==> src/rtl/fifo_arb_pkg.sv <==
// Shared sizing constants and the round-robin pick helper for the FIFO write arbiter.
package fifo_arb_pkg;

  localparam int FIFO_DEPTH = 8;
  localparam int FIFO_W     = 8;
  localparam int CNT_W      = 4;

  // Widest requester set the pick helper supports, and the index width that covers it.
  localparam int RR_MAX_N = 8;
  localparam int RR_IDX_W = 3;

  // One-hot grant for the first set bit of req[n-1:0], searching upward from ptr with wrap.
  function automatic logic [RR_MAX_N-1:0] rr_pick(
    input logic [RR_MAX_N-1:0] req,
    input logic [RR_IDX_W-1:0] ptr,
    input int                  n
  );
    logic [RR_MAX_N-1:0] gnt;
    logic                found;
    logic [RR_IDX_W-1:0] idx;
    gnt   = '0;
    found = 1'b0;
    for (int i = 0; i < RR_MAX_N; i++) begin
      idx = RR_IDX_W'((int'(ptr) + i) % n);
      if ((i < n) && !found && req[idx]) begin
        gnt[idx] = 1'b1;
        found    = 1'b1;
      end
    end
    return gnt;
  endfunction

endpackage

==> src/rtl/fifo_wr_arbiter_rr_arbiter.sv <==
// Round-robin picker: combinational grant over req, pointer advances past the winner when adv is set.
// Zero-latency pick; the caller decides (via adv) whether the grant was actually taken.
module rr_arbiter
  import fifo_arb_pkg::*;
#(
  parameter int N = 4
) (
  input  logic                clk,
  input  logic                rst_n,
  input  logic [N-1:0]        req,
  input  logic                adv,
  output logic [N-1:0]        gnt,
  output logic [RR_IDX_W-1:0] gnt_idx,
  output logic                gnt_any
);

  logic [RR_IDX_W-1:0] rr_ptr_q;
  logic [RR_IDX_W-1:0] rr_ptr_d;
  logic [RR_MAX_N-1:0] req_ext;
  logic [RR_MAX_N-1:0] pick;

  always_comb begin
    req_ext        = '0;
    req_ext[N-1:0] = req;
    pick           = rr_pick(req_ext, rr_ptr_q, N);
    gnt_any        = |pick;
    gnt_idx        = '0;
    for (int i = 0; i < RR_MAX_N; i++) begin
      if (pick[i]) begin
        gnt_idx = RR_IDX_W'(i);
      end
    end
    gnt = '0;
    for (int i = 0; i < N; i++) begin
      gnt[i] = gnt_any && (gnt_idx == RR_IDX_W'(i));
    end
  end

  // Kept apart from the pick so adv (derived from gnt_any upstream) forms no combinational loop.
  always_comb begin
    rr_ptr_d = rr_ptr_q;
    if (adv && gnt_any) begin
      rr_ptr_d = (gnt_idx == RR_IDX_W'(N - 1)) ? '0 : gnt_idx + RR_IDX_W'(1);
    end
  end

  always_ff @(posedge clk or negedge rst_n) begin
    if (!rst_n) begin
      rr_ptr_q <= '0;
    end else begin
      rr_ptr_q <= rr_ptr_d;
    end
  end

endmodule

==> src/rtl/fifo_wr_arbiter.sv <==
// Round-robin sharing of one FIFO write port; ACK/FIFO_WEN one cycle after REQ is sampled, no writes on full.
// Optional FIFO_ARB_STATS_EN adds per-requester saturating GRANT_CNT and a registered STALL flag.
module fifo_wr_arbiter
  import fifo_arb_pkg::*;
#(
  parameter int N     = 4,
  parameter int W     = FIFO_W,
  parameter int DEPTH = FIFO_DEPTH,
  parameter int CW    = CNT_W
) (
  input  logic           CLK,
  input  logic           RST_N,
  input  logic [N-1:0]   REQ,
  input  logic [N*W-1:0] WDATA,
  output logic [N-1:0]   ACK,
  output logic           FIFO_WEN,
  output logic [W-1:0]   FIFO_WDATA,
  input  logic           FIFO_REN,
  output logic [CW-1:0]  COUNT,
  output logic           FULL,
  output logic           EMPTY
`ifdef FIFO_ARB_STATS_EN
  ,
  output logic [N*8-1:0] GRANT_CNT,
  output logic           STALL
`endif
);

  logic [N-1:0]        gnt;
  logic [RR_IDX_W-1:0] gnt_idx;
  logic                gnt_any;
  logic                space;
  logic                grant;
  logic                rd_dec;
  logic [W-1:0]        wdata_a [RR_MAX_N];

  logic [N-1:0]  ack_q, ack_d;
  logic          fifo_wen_q, fifo_wen_d;
  logic [W-1:0]  fifo_wdata_q, fifo_wdata_d;
  logic [CW-1:0] count_q, count_d;

  rr_arbiter #(.N(N)) u_rr (
    .clk     (CLK),
    .rst_n   (RST_N),
    .req     (REQ),
    .adv     (grant),
    .gnt     (gnt),
    .gnt_idx (gnt_idx),
    .gnt_any (gnt_any)
  );

  for (genvar g = 0; g < RR_MAX_N; g++) begin : g_wdata
    if (g < N) begin : g_on
      assign wdata_a[g] = WDATA[g*W +: W];
    end else begin : g_off
      assign wdata_a[g] = '0;
    end
  end

  // The in-flight write counts against space; reads are ignored so a full FIFO is never overrun.
  always_comb begin
    space  = ({1'b0, count_q} + {{CW{1'b0}}, fifo_wen_q}) < (CW+1)'(DEPTH);
    grant  = gnt_any && space;
    rd_dec = FIFO_REN && (count_q != '0);

    ack_d        = grant ? gnt : '0;
    fifo_wen_d   = grant;
    fifo_wdata_d = grant ? wdata_a[gnt_idx] : fifo_wdata_q;
    count_d      = count_q + {{(CW-1){1'b0}}, fifo_wen_q} - {{(CW-1){1'b0}}, rd_dec};
  end

  always_ff @(posedge CLK or negedge RST_N) begin
    if (!RST_N) begin
      ack_q        <= '0;
      fifo_wen_q   <= 1'b0;
      fifo_wdata_q <= '0;
      count_q      <= '0;
    end else begin
      ack_q        <= ack_d;
      fifo_wen_q   <= fifo_wen_d;
      fifo_wdata_q <= fifo_wdata_d;
      count_q      <= count_d;
    end
  end

  assign ACK        = ack_q;
  assign FIFO_WEN   = fifo_wen_q;
  assign FIFO_WDATA = fifo_wdata_q;
  assign COUNT      = count_q;
  assign FULL       = (count_q == CW'(DEPTH));
  assign EMPTY      = (count_q == '0);

`ifdef FIFO_ARB_STATS_EN
  logic [N-1:0][7:0] grant_cnt_q, grant_cnt_d;
  logic              stall_q, stall_d;

  always_comb begin
    grant_cnt_d = grant_cnt_q;
    for (int i = 0; i < N; i++) begin
      if (ack_d[i] && (grant_cnt_q[i] != 8'hFF)) begin
        grant_cnt_d[i] = grant_cnt_q[i] + 8'd1;
      end
    end
    stall_d = gnt_any && !space;
  end

  always_ff @(posedge CLK or negedge RST_N) begin
    if (!RST_N) begin
      grant_cnt_q <= '0;
      stall_q     <= 1'b0;
    end else begin
      grant_cnt_q <= grant_cnt_d;
      stall_q     <= stall_d;
    end
  end

  assign GRANT_CNT = grant_cnt_q;
  assign STALL     = stall_q;
`endif

endmodule

==> config.mk <==
export PLATFORM = sky130hd
export DESIGN_NAME = fifo_wr_arbiter
export DESIGN_NICKNAME = d
export VERILOG_FILES = /design/src/rtl/fifo_arb_pkg.sv /design/src/rtl/fifo_wr_arbiter_rr_arbiter.sv /design/src/rtl/fifo_wr_arbiter.sv
export SDC_FILE = /design/constraint.sdc
export NUM_CORES = 1
export LEC_CHECK = 0
export ABC_AREA = 1
export CAP_MARGIN = 20
export CORE_ASPECT_RATIO = 1.25
export CORE_MARGIN = 2
export CORE_UTILIZATION = 47
export CTS_BUF_LIST = sky130_fd_sc_hd__clkbuf_16
export DETAILED_ROUTE_END_ITERATION = 10
export GPL_TIMING_DRIVEN = 0
export PLACE_DENSITY = 0.79
export SETUP_SLACK_MARGIN = 0.02
export SYNTH_ARGS = -nofsm -noshare
export SYNTH_HDL_FRONTEND = slang
export SYNTH_HIERARCHICAL = 1
export SYNTH_SLANG_ARGS = --single-unit
==> constraint.sdc <==
create_clock -name CLK -period 2.97 [get_ports CLK]
set_clock_uncertainty 0.15 [all_clocks]
set_input_delay 0.4455 -clock CLK [delete_from_list [all_inputs] [get_ports CLK]]
set_output_delay 0.4455 -clock CLK [all_outputs]
set_load 0.02 [all_outputs]
# Word level (Yosys, flattened, before mapping)
# Index checks and enable logic that the tools add are counted.
dict set report op_classes {
  n_addsub 7
  n_lt_le_gt_ge 10
  eq_ne 4
  mux 35
  bitwise 7
  n_reduce_logical 24
}
# cell n
set ops {}
lappend ops {{8-bit two-way mux} 5}
lappend ops {{8-bit binary-select mux with 3-bit select} 1}
lappend ops {{8-bit OR} 3}
lappend ops {{1-bit logical AND} 14}
lappend ops {{3-bit by 4-bit < comparator with 1-bit output, second input constant} 3}
lappend ops {{1-bit two-way mux} 12}
lappend ops {{3-bit two-way mux} 4}
lappend ops {{1-bit binary-select mux with 3-bit select} 3}
lappend ops {{1-bit demux with 3-bit select} 3}
lappend ops {{3-bit by 1-bit greater-or-equal comparator with 1-bit output, second input constant} 3}
lappend ops {{4-bit two-way mux} 2}
lappend ops {{8-bit OR reduction} 1}
lappend ops {{3-bit by 2-bit == test with 1-bit output, second input constant} 2}
lappend ops {{2-bit two-way mux} 3}
lappend ops {{2-bit OR reduction} 3}
lappend ops {{4-bit by 1-bit adder with 5-bit output} 1}
lappend ops {{5-bit by 4-bit < comparator with 1-bit output, second input constant} 1}
lappend ops {{2-bit by 1-bit adder with 2-bit output, second input constant} 2}
lappend ops {{2-bit adder, second input constant} 2}
lappend ops {{4-bit by 1-bit adder with 4-bit output} 1}
lappend ops {{4-bit == test, second input constant} 1}
lappend ops {{4-bit greater-or-equal comparator, second input constant} 1}
lappend ops {{4-bit logical NOT} 1}
lappend ops {{2-bit by 4-bit < comparator with 1-bit output, second input constant} 1}
lappend ops {{other kinds (10)} 14}
dict set report totals {
  ff_bits 19
  in_bits 39
  out_inout_bits 19
  elab_cells 92
}

# Longest topological paths before layout
# Gate-level depths: netlist of the first run.
dict set report depth {
  depth_word 24
  depth_mapped 23
  mapped_depth_nobuf 20
}

# By module
# The synthesis of the first run kept the hierarchy.
# module instances cells_each area_per_inst_um2 seq_area_each_um2
set by_module_without_submodules {}
lappend by_module_without_submodules {fifo_wr_arbiter 1 160 1152.4 425.4}
lappend by_module_without_submodules {rr_arbiter 1 103 703.2 50.0}

# Worst setup path after synthesis of the first run
# OpenSTA, ideal clock, no wires.
dict set report synth_path {
  path_kind {register to register}
  startpoint {register count_q[3] (netlist: COUNT[3])}
  endpoint {register count_q[2] (netlist: COUNT[2])}
  setup_ns 0.123
  arrival_ns 2.410
  required_time_ns 2.697
  slack_ns 0.287
  path_stages_with_launch 10
  path_buffers 0
  period_less_slack_ns 2.683
  path_cell_list {dfrtp_1 inv_1 ha_1 nor3b_1 nor2_1 ha_1 inv_1 ha_1 fa_1 xor2_1}
}
dict set report synth_between {
  elab_chain_cells 3
}
# element line_no
set synth_lines {}
lappend synth_lines {{start: declaration} fifo_wr_arbiter.sv:40} ;# logic [CW-1:0] count_q, count_d;
lappend synth_lines {{start signal: assignment} fifo_wr_arbiter.sv:82} ;# count_q <= count_d;
lappend synth_lines {{4-bit nonzero test} fifo_wr_arbiter.sv:64} ;# rd_dec = FIFO_REN && (count_q != '0);
lappend synth_lines {{1-bit logical AND} fifo_wr_arbiter.sv:64}
lappend synth_lines {{4-bit by 1-bit subtractor with 4-bit output} fifo_wr_arbiter.sv:69} ;# count_d = count_q + {{(CW-1){1'b0}}, fifo_wen_q} - {{(CW-1){1'b0}}, rd_dec};
lappend synth_lines {{via count_d[2]} fifo_wr_arbiter.sv:40}
# The timed path passes the listed nets, and every way through them passes these cells.
# A chain may end at the register's enable or synchronous reset.

# Worst setup path in the final report of the first run
dict set report layout_path {
  startpoint {register u_rr.rr_ptr_q[0]}
  endpoint {register fifo_wdata_q[0] (netlist: FIFO_WDATA[0])}
}
dict set report layout_between {
  word_cells_on_any_way 66
  cone_classes {3 x add/sub; 8 x order compare; 33 x mux; 7 x bitwise; 15 x reduce/logical}
}
# element line_no
set layout_rtl {}
lappend layout_rtl {{start: declaration} fifo_wr_arbiter_rr_arbiter.sv:17} ;# logic [RR_IDX_W-1:0] rr_ptr_q;
lappend layout_rtl {{start signal: assignment} fifo_wr_arbiter_rr_arbiter.sv:51} ;# rr_ptr_q <= rr_ptr_d;
lappend layout_rtl {{2-bit by 1-bit adder with 2-bit output} fifo_arb_pkg.sv:24} ;# idx = RR_IDX_W'((int'(ptr) + i) % n);
lappend layout_rtl {{2-bit OR reduction (no source line)} --}
lappend layout_rtl {{1-bit AND (no source line)} --}
lappend layout_rtl {{3-bit by 4-bit < comparator with 1-bit output (not written as such), or another cell as far along} fifo_arb_pkg.sv:26} ;# gnt[idx] = 1'b1;
lappend layout_rtl {{1-bit logical AND (not written as such) or 1-bit two-way mux (tied branches)} {fifo_arb_pkg.sv:26, fifo_arb_pkg.sv:25}}
lappend layout_rtl {{1-bit two-way mux (not written as such) or 1-bit logical AND (tied branches)} {fifo_arb_pkg.sv:26, fifo_arb_pkg.sv:25}}
lappend layout_rtl {{1-bit demux with 3-bit select or 1-bit two-way mux (tied branches)} --}
lappend layout_rtl {{8-bit OR (no source line) or 1-bit logical NOT (tied branches)} --}
lappend layout_rtl {{[4 not listed]} --}
lappend layout_rtl {{8-bit two-way mux *} fifo_arb_pkg.sv:25} ;# if ((i < n) && !found && req[idx]) begin
lappend layout_rtl {{2-bit two-way mux (2 in a row)} fifo_wr_arbiter_rr_arbiter.sv:29} ;# if (pick[i]) begin
lappend layout_rtl {{3-bit two-way mux (3 in a row)} fifo_wr_arbiter_rr_arbiter.sv:29}
lappend layout_rtl {{3-bit two-way mux *} fifo_wr_arbiter_rr_arbiter.sv:29}
lappend layout_rtl {{via gnt_idx[1]} fifo_wr_arbiter.sv:30} ;# logic [RR_IDX_W-1:0] gnt_idx;
lappend layout_rtl {{3-bit inverter with 4-bit output (not written as such) *} fifo_wr_arbiter.sv:68} ;# fifo_wdata_d = grant ? wdata_a[gnt_idx] : fifo_wdata_q;
lappend layout_rtl {{8-bit binary-select mux with 3-bit select *} fifo_wr_arbiter.sv:68}
lappend layout_rtl {{8-bit two-way mux (not written as such) * (2 in a row)} fifo_wr_arbiter.sv:68}
lappend layout_rtl {{end signal: assignment} fifo_wr_arbiter.sv:81} ;# fifo_wdata_q <= fifo_wdata_d;
lappend layout_rtl {{end: declaration} fifo_wr_arbiter.sv:39} ;# logic [W-1:0] fifo_wdata_q, fifo_wdata_d;
# The timed path passes the listed nets; every way through them passes the cells marked *. The select of a mux whose other input is x is not followed.

==> flow_summary.ini, run 1 <==
[outcome]
outcome = complete, no violations

[worst_setup_path]
critical_path_class = flop to flop
crit_path_top_delay_cell = dfrtp_1
cp_max_fo = 10
arrival_ns = 2.73
rr_endpoint = FIFO_WDATA[0]
worst-r2r-cell-count = 19
r2r_start = u_rr/rr_ptr_q[0]
cp_data_required_time_ns = 2.96
crit_family = simple AND/OR/NAND/NOR gates
startpoint_type = flop
critical_path.max_stage_delay_ns = 0.39
ff2ff_setup_slack_ns = 0.23
endpoint_kind = flop
critPathBufInv = 7
path_cells = buf_6 -> inv_8 -> ha_4 -> inv_1 -> nand3_1 -> nand2_2 -> nand2_4 -> inv_4 -> nand3_1 -> nand3b_4 -> nor2_4 -> inv_1 -> buf_2 -> inv_1 -> nand2_1 -> a21oi_1 -> nor2_1 -> nand2_1 -> nand2_1

[finish]
synthToLayoutAreaGrowth_pct = 43.02
final_area_mm2 = 0.002654
fin_nets = 386
n_antenna_cell = 0
drive_gt1_frac = 0.1763
fillers = 316
layout_commonest_cell = nand2_1
final_cell_mix = nand2_1 (92), clkdlybuf4s50_1 (57), nand3_1 (29)

[global_routing]
antenna_found_initial = 0
overflow = 0
grt_usage = 0.1897
grt_max_degree = 20
grt_pass1_wl_mm = 6.748
first_global_vias = 1666

[place]
dp_hpwl_mm = 3.227
io_buffers = 57
place.gp.congestion = 0.8463
placed_area_mm2 = 0.002494

[synth]
syn_area_mm2 = 0.001856
synth_edf_count = 0
syn_area_per_cell_um2 = 7.055
synth_ff_type = dfrtp_1
synthArstFlopShare = 1.000
syn_inst = 263
synth_area_leaders = dfrtp_1 (26%), nand2_1 (19%), ha_1 (11%), nand3_1 (7.8%), inv_1 (5.9%)
synth_seq_area_share = 0.2562
ys_ff_latch = 19
syn_nets = 319
synth.distinct_cells = 28
synth_top_area_frac = 0.2562
yosys_warnings = 6
yosys.area.top_type = dfrtp_1

[clock_tree]
cts_tree = built
cts_hold_buf = 0
path_clk_slew_ns = 0.05
cts.sinks = 19
numCtsBuffers = 3
htree_levels = 1
clkLatencyLatePin_ns = 0.25
root_buffer = clkbuf_16
cts_buffer_depth = 2

[floorplan]
dieHeight_um = 74.25
rows = 25
start_util = 0.4902
die_w_um = 60.20
design.portCount = 58
core_mm2 = 0.003785
die-area_mm2 = 0.004470

[detailed_routing]
wl_mm = 4.067
vias_per_cell = 4.595
drt_iter0_markers = 58
drc = 0
ant_nets = 0
vias = 1760
wire_per_inst_um = 10.62
firstDrtPassIters = 4

[min_path]
hp-class = flop to flop
whs_endpoint = FIFO_WDATA[3]
hold_path_depth = 2
min_from = FIFO_WDATA[3]

[timing]
rsz0062_at_grt = false
max_slew.worst_pin.slew_ns = 0.8376
final.setup.tns_ns = 0
min_period_ns = 2.744
finalCritPeriodShare = 0.9237
final-hold-violation-count = 0
slew_headroom = 0.4399
fmax_ghz = 0.3645
drv_slew = 0
setup_violations = 0

[run]
drv_cap = 0
-- flip-flops by register name, summed over array words and instances (netlist names) --
name and flops:
FIFO_WDATA 8, COUNT 4, FIFO_WEN 1, ACK 4
u_rr/rr_ptr_q 2
-- metal layers --
metal | vias to the layer above | GRT usage | part of all wire | wire length [µm]
li1 | 939 | - | - | -
met1 | 774 | 0.2145 | 0.41 | 1648
met2 | 43 | 0.3611 | 0.54 | 2200
met3 | 4 | 0.02957 | 0.044 | 179
met4 | 0 | 0.04938 | 0.0096 | 39
met5 | - | 0 | 0 | 0
-- worst min-delay path, delay by kind of cell, from the launching register on --
kind	cells	cell delay, ns
and+or+nand+nor	2	0.10
DFF	1	0.34
-- worst max-delay path by stage --
stage	from	to	slack, ns	cells past startpoint
2_1_floorplan	COUNT[3]	COUNT[2]	0.29	9
3_3_place_gp	u_rr/rr_ptr_q[1]	FIFO_WDATA[5]	0.02	22
3_5_place_dp	u_rr/rr_ptr_q[1]	FIFO_WDATA[4]	-0.005	21
4_1_cts	u_rr/rr_ptr_q[1]	FIFO_WDATA[4]	0.05	21
5_1_grt	u_rr/rr_ptr_q[0]	FIFO_WDATA[6]	0.04	19
6_report	u_rr/rr_ptr_q[0]	FIFO_WDATA[0]	0.23	19
-- cell type report --
| class | instances | area [µm²] | share of cell area |
|---|---|---|---|
| buffer | 7 | 68.82 | 0.02593 |
| inverter | 35 | 147.6 | 0.05563 |
| timing repair buffer | 62 | 605.6 | 0.2282 |
| tap | 54 | 67.56 | 0.02546 |
| clock buffer | 3 | 75.07 | 0.02829 |
| clock inverter | 1 | 5.005 | 0.001886 |
| sequential | 19 | 476.7 | 0.1796 |
| multi-input combinational | 202 | 1207 | 0.4550 |
-- synthesized netlist by cell type, types with 2 or more instances --
library cell  count
dfrtp_1          19
inv_1            29
ha_1             16
nand2_1          94
nand2_2           8
nand3_4           3
buf_6             4
nand3_1          29
inv_2             2
nor2_1           17
clkinv_1          2
nor2_4            4
nor3b_1           2
nand2_4           5
a21boi_0          2
a21oi_1           9
nand3_2           6
buf_4             2
-- logic make-up (layout without fill, tap and decap cells) --
kind of cell    after synthesis  after routing  share of synthesized area
flops                        19             19                     0.2562
xor+xnor                      2              2                   0.009442
other cells                   1              1                   0.002021
simple gates                171            171                     0.4713
fa+ha+maj                    17             17                     0.1187
buf+inv                      42            108                     0.1099
compound gates               11             11                    0.03236
-- through the flow --
step	utilization	cells	setup WS (ns)	hold WS, ns
final	0.7012	383	0.2265	0.3284
after global routing	0.7012	383	0.03715	0.3544
after global placement	0.6588	374	0.02058	0.3132
after floorplan	-	263	0.2872	-0.00009107
after CTS	0.6803	378	0.04881	0.3299
after detailed placement	0.6588	374	-0.004673	0.3148
-- repair_timing --
item,4_1_cts,5_1_grt
cloned,0,1
resized for setup,1,12
setup endpoints to repair,3,8
setup buffers,0,4
pin swaps,0,1
Power of run 1 is not shown: default switching activity piles up to over one toggle a cycle in this logic, so the estimate is an artifact.
==> inputs of run 2 (changes only) <==
Settings changed: SLEW_MARGIN set to 20.
==> results of run 2 <==
Final layout, timing and power as in run 1 (identical DEF).
Power of run 2 is left out for the same reason.
==> inputs of run 3 (changes only) <==
Settings changed: CELL_PAD_IN_SITES_DETAIL_PLACEMENT set to 0, CELL_PAD_IN_SITES_GLOBAL_PLACEMENT set to 2, CORE_UTILIZATION 47 to 25, PLACE_DENSITY 0.79 to 0.78, SKIP_CTS_REPAIR_TIMING set to 1.
==> flow_summary.ini, run 3 (synthesized netlist as in run 1, its figures left out) <==
[clock_tree]
cts_tree = built
numCtsBuffers = 3
path_clk_slew_ns = 0.05
htree_levels = 1
clkLatencyLatePin_ns = 0.25
cts_buffer_depth = 2
root_buffer = clkbuf_16
cts.sinks = 19

[detailed_routing]
vias = 1762
wire_per_inst_um = 10.91
drt_iter0_markers = 54
ant_nets = 0
drc = 0
firstDrtPassIters = 4
vias_per_cell = 4.146
wl_mm = 4.636

[global_routing]
overflow = 0
antenna_found_initial = 0
first_global_vias = 1824
grt_max_degree = 20
grt_usage = 0.1219
grt_pass1_wl_mm = 7.983

[timing]
final-hold-violation-count = 0
fmax_ghz = 0.3695
setup_violations = 0
setup_slack_ns = 0.2639
slew_headroom = 0.3962
drv_slew = 0
min_period_ns = 2.706
max_slew.worst_pin.slew_ns = 0.9028
finalCritPeriodShare = 0.9111
rsz0062_at_grt = false

[worst_setup_path]
critical_path_class = flop to flop
cp_max_fo = 9
startpoint_type = flop
arrival_ns = 2.70
cp_data_required_time_ns = 2.96
endpoint_kind = flop

[finish]
largest_reg_flops = 8
synthToLayoutAreaGrowth_pct = 47.47
layout_commonest_cell = nand2_1
stdcell_count = 425
drive_gt1_frac = 0.1862
n_antenna_cell = 0
final_cell_mix = nand2_1 (94), clkdlybuf4s50_1 (57), nand3_1 (29)
final_area_mm2 = 0.002736
fin_nets = 390

[min_path]
hp-class = flop to flop

[floorplan]
design.portCount = 58
dieHeight_um = 100.3
die_w_um = 81.06
core_mm2 = 0.007269
rows = 35
start_util = 0.2552
die-area_mm2 = 0.008131

[place]
placed_area_mm2 = 0.002541
pre_cts_slack_ns = -0.08123
io_buffers = 57
place.gp.congestion = 0.8383
placedCellCount = 412
dp_hpwl_mm = 3.809

[outcome]
outcome = complete, no violations

[run]
drv_cap = 0
run 3: path summary, 6_finish.rpt:
path,from,to,slack (ns),depth (start not counted)
setup / recovery,u_rr/rr_ptr_q[1],FIFO_WDATA[7],0.26,17
hold / removal,FIFO_WDATA[5],FIFO_WDATA[5],0.32,2
setup reg to reg,u_rr/rr_ptr_q[1],FIFO_WDATA[7],0.26,17
hold reg to reg,FIFO_WDATA[5],FIFO_WDATA[5],0.32,2
max in group asynchronous,RST_N,u_rr/rr_ptr_q[1],1.50,1
min in group asynchronous,RST_N,COUNT[3],0.56,1
run 3: routing by layer:
metal	wire length, µm	part of all wire	track usage
met1	1802	0.39	0.1310
met2	2499	0.54	0.2352
met3	267	0.058	0.02068
met4	65	0.014	0.03911
met5	0	0	0
run 3: layout make-up:
class / instances / area (µm²)
plain buffers: 7 / 71.32
clock buffers: 3 / 75.07
clock inverters: 1 / 3.754
fillers: 804 / 4533
inverters: 35 / 151.4
multi-input cells: 202 / 1205
flip-flops and latches: 19 / 476.7
well taps: 92 / 115.1
repair buffers: 66 / 638.1
run 3: worst max-delay path: stages, from the launching register on:
cell        delay, ns
dfrtp_2          0.42
clkinvlp_4       0.16
ha_4             0.32
inv_2            0.04
nand3_1          0.07
nand2_1          0.13
nand3_1          0.10
nand2_1          0.06
nand3b_4         0.17
nor2_4           0.17
inv_1            0.07
clkbuf_4         0.19
clkinvlp_4       0.17
nand2_1          0.07
a21oi_1          0.14
nor2_1           0.07
nand2_1          0.06
nand2_1          0.04
run 3: through the flow:
| step | util | hold slack (ns) | TNS, ns |
|---|---|---|---|
| 6_report | 0.3764 | 0.3244 | 0 |
| 5_1_grt | 0.3764 | 0.3552 | 0 |
| 4_1_cts | 0.3604 | 0.3326 | -0.6437 |
| 3_5_place_dp | 0.3496 | 0.3176 | -0.4499 |
| 3_3_place_gp | 0.3496 | 0.3117 | -0.3374 |
| 2_1_floorplan | - | -0.00009107 | 0 |
Power of run 3 is left out for the same reason.
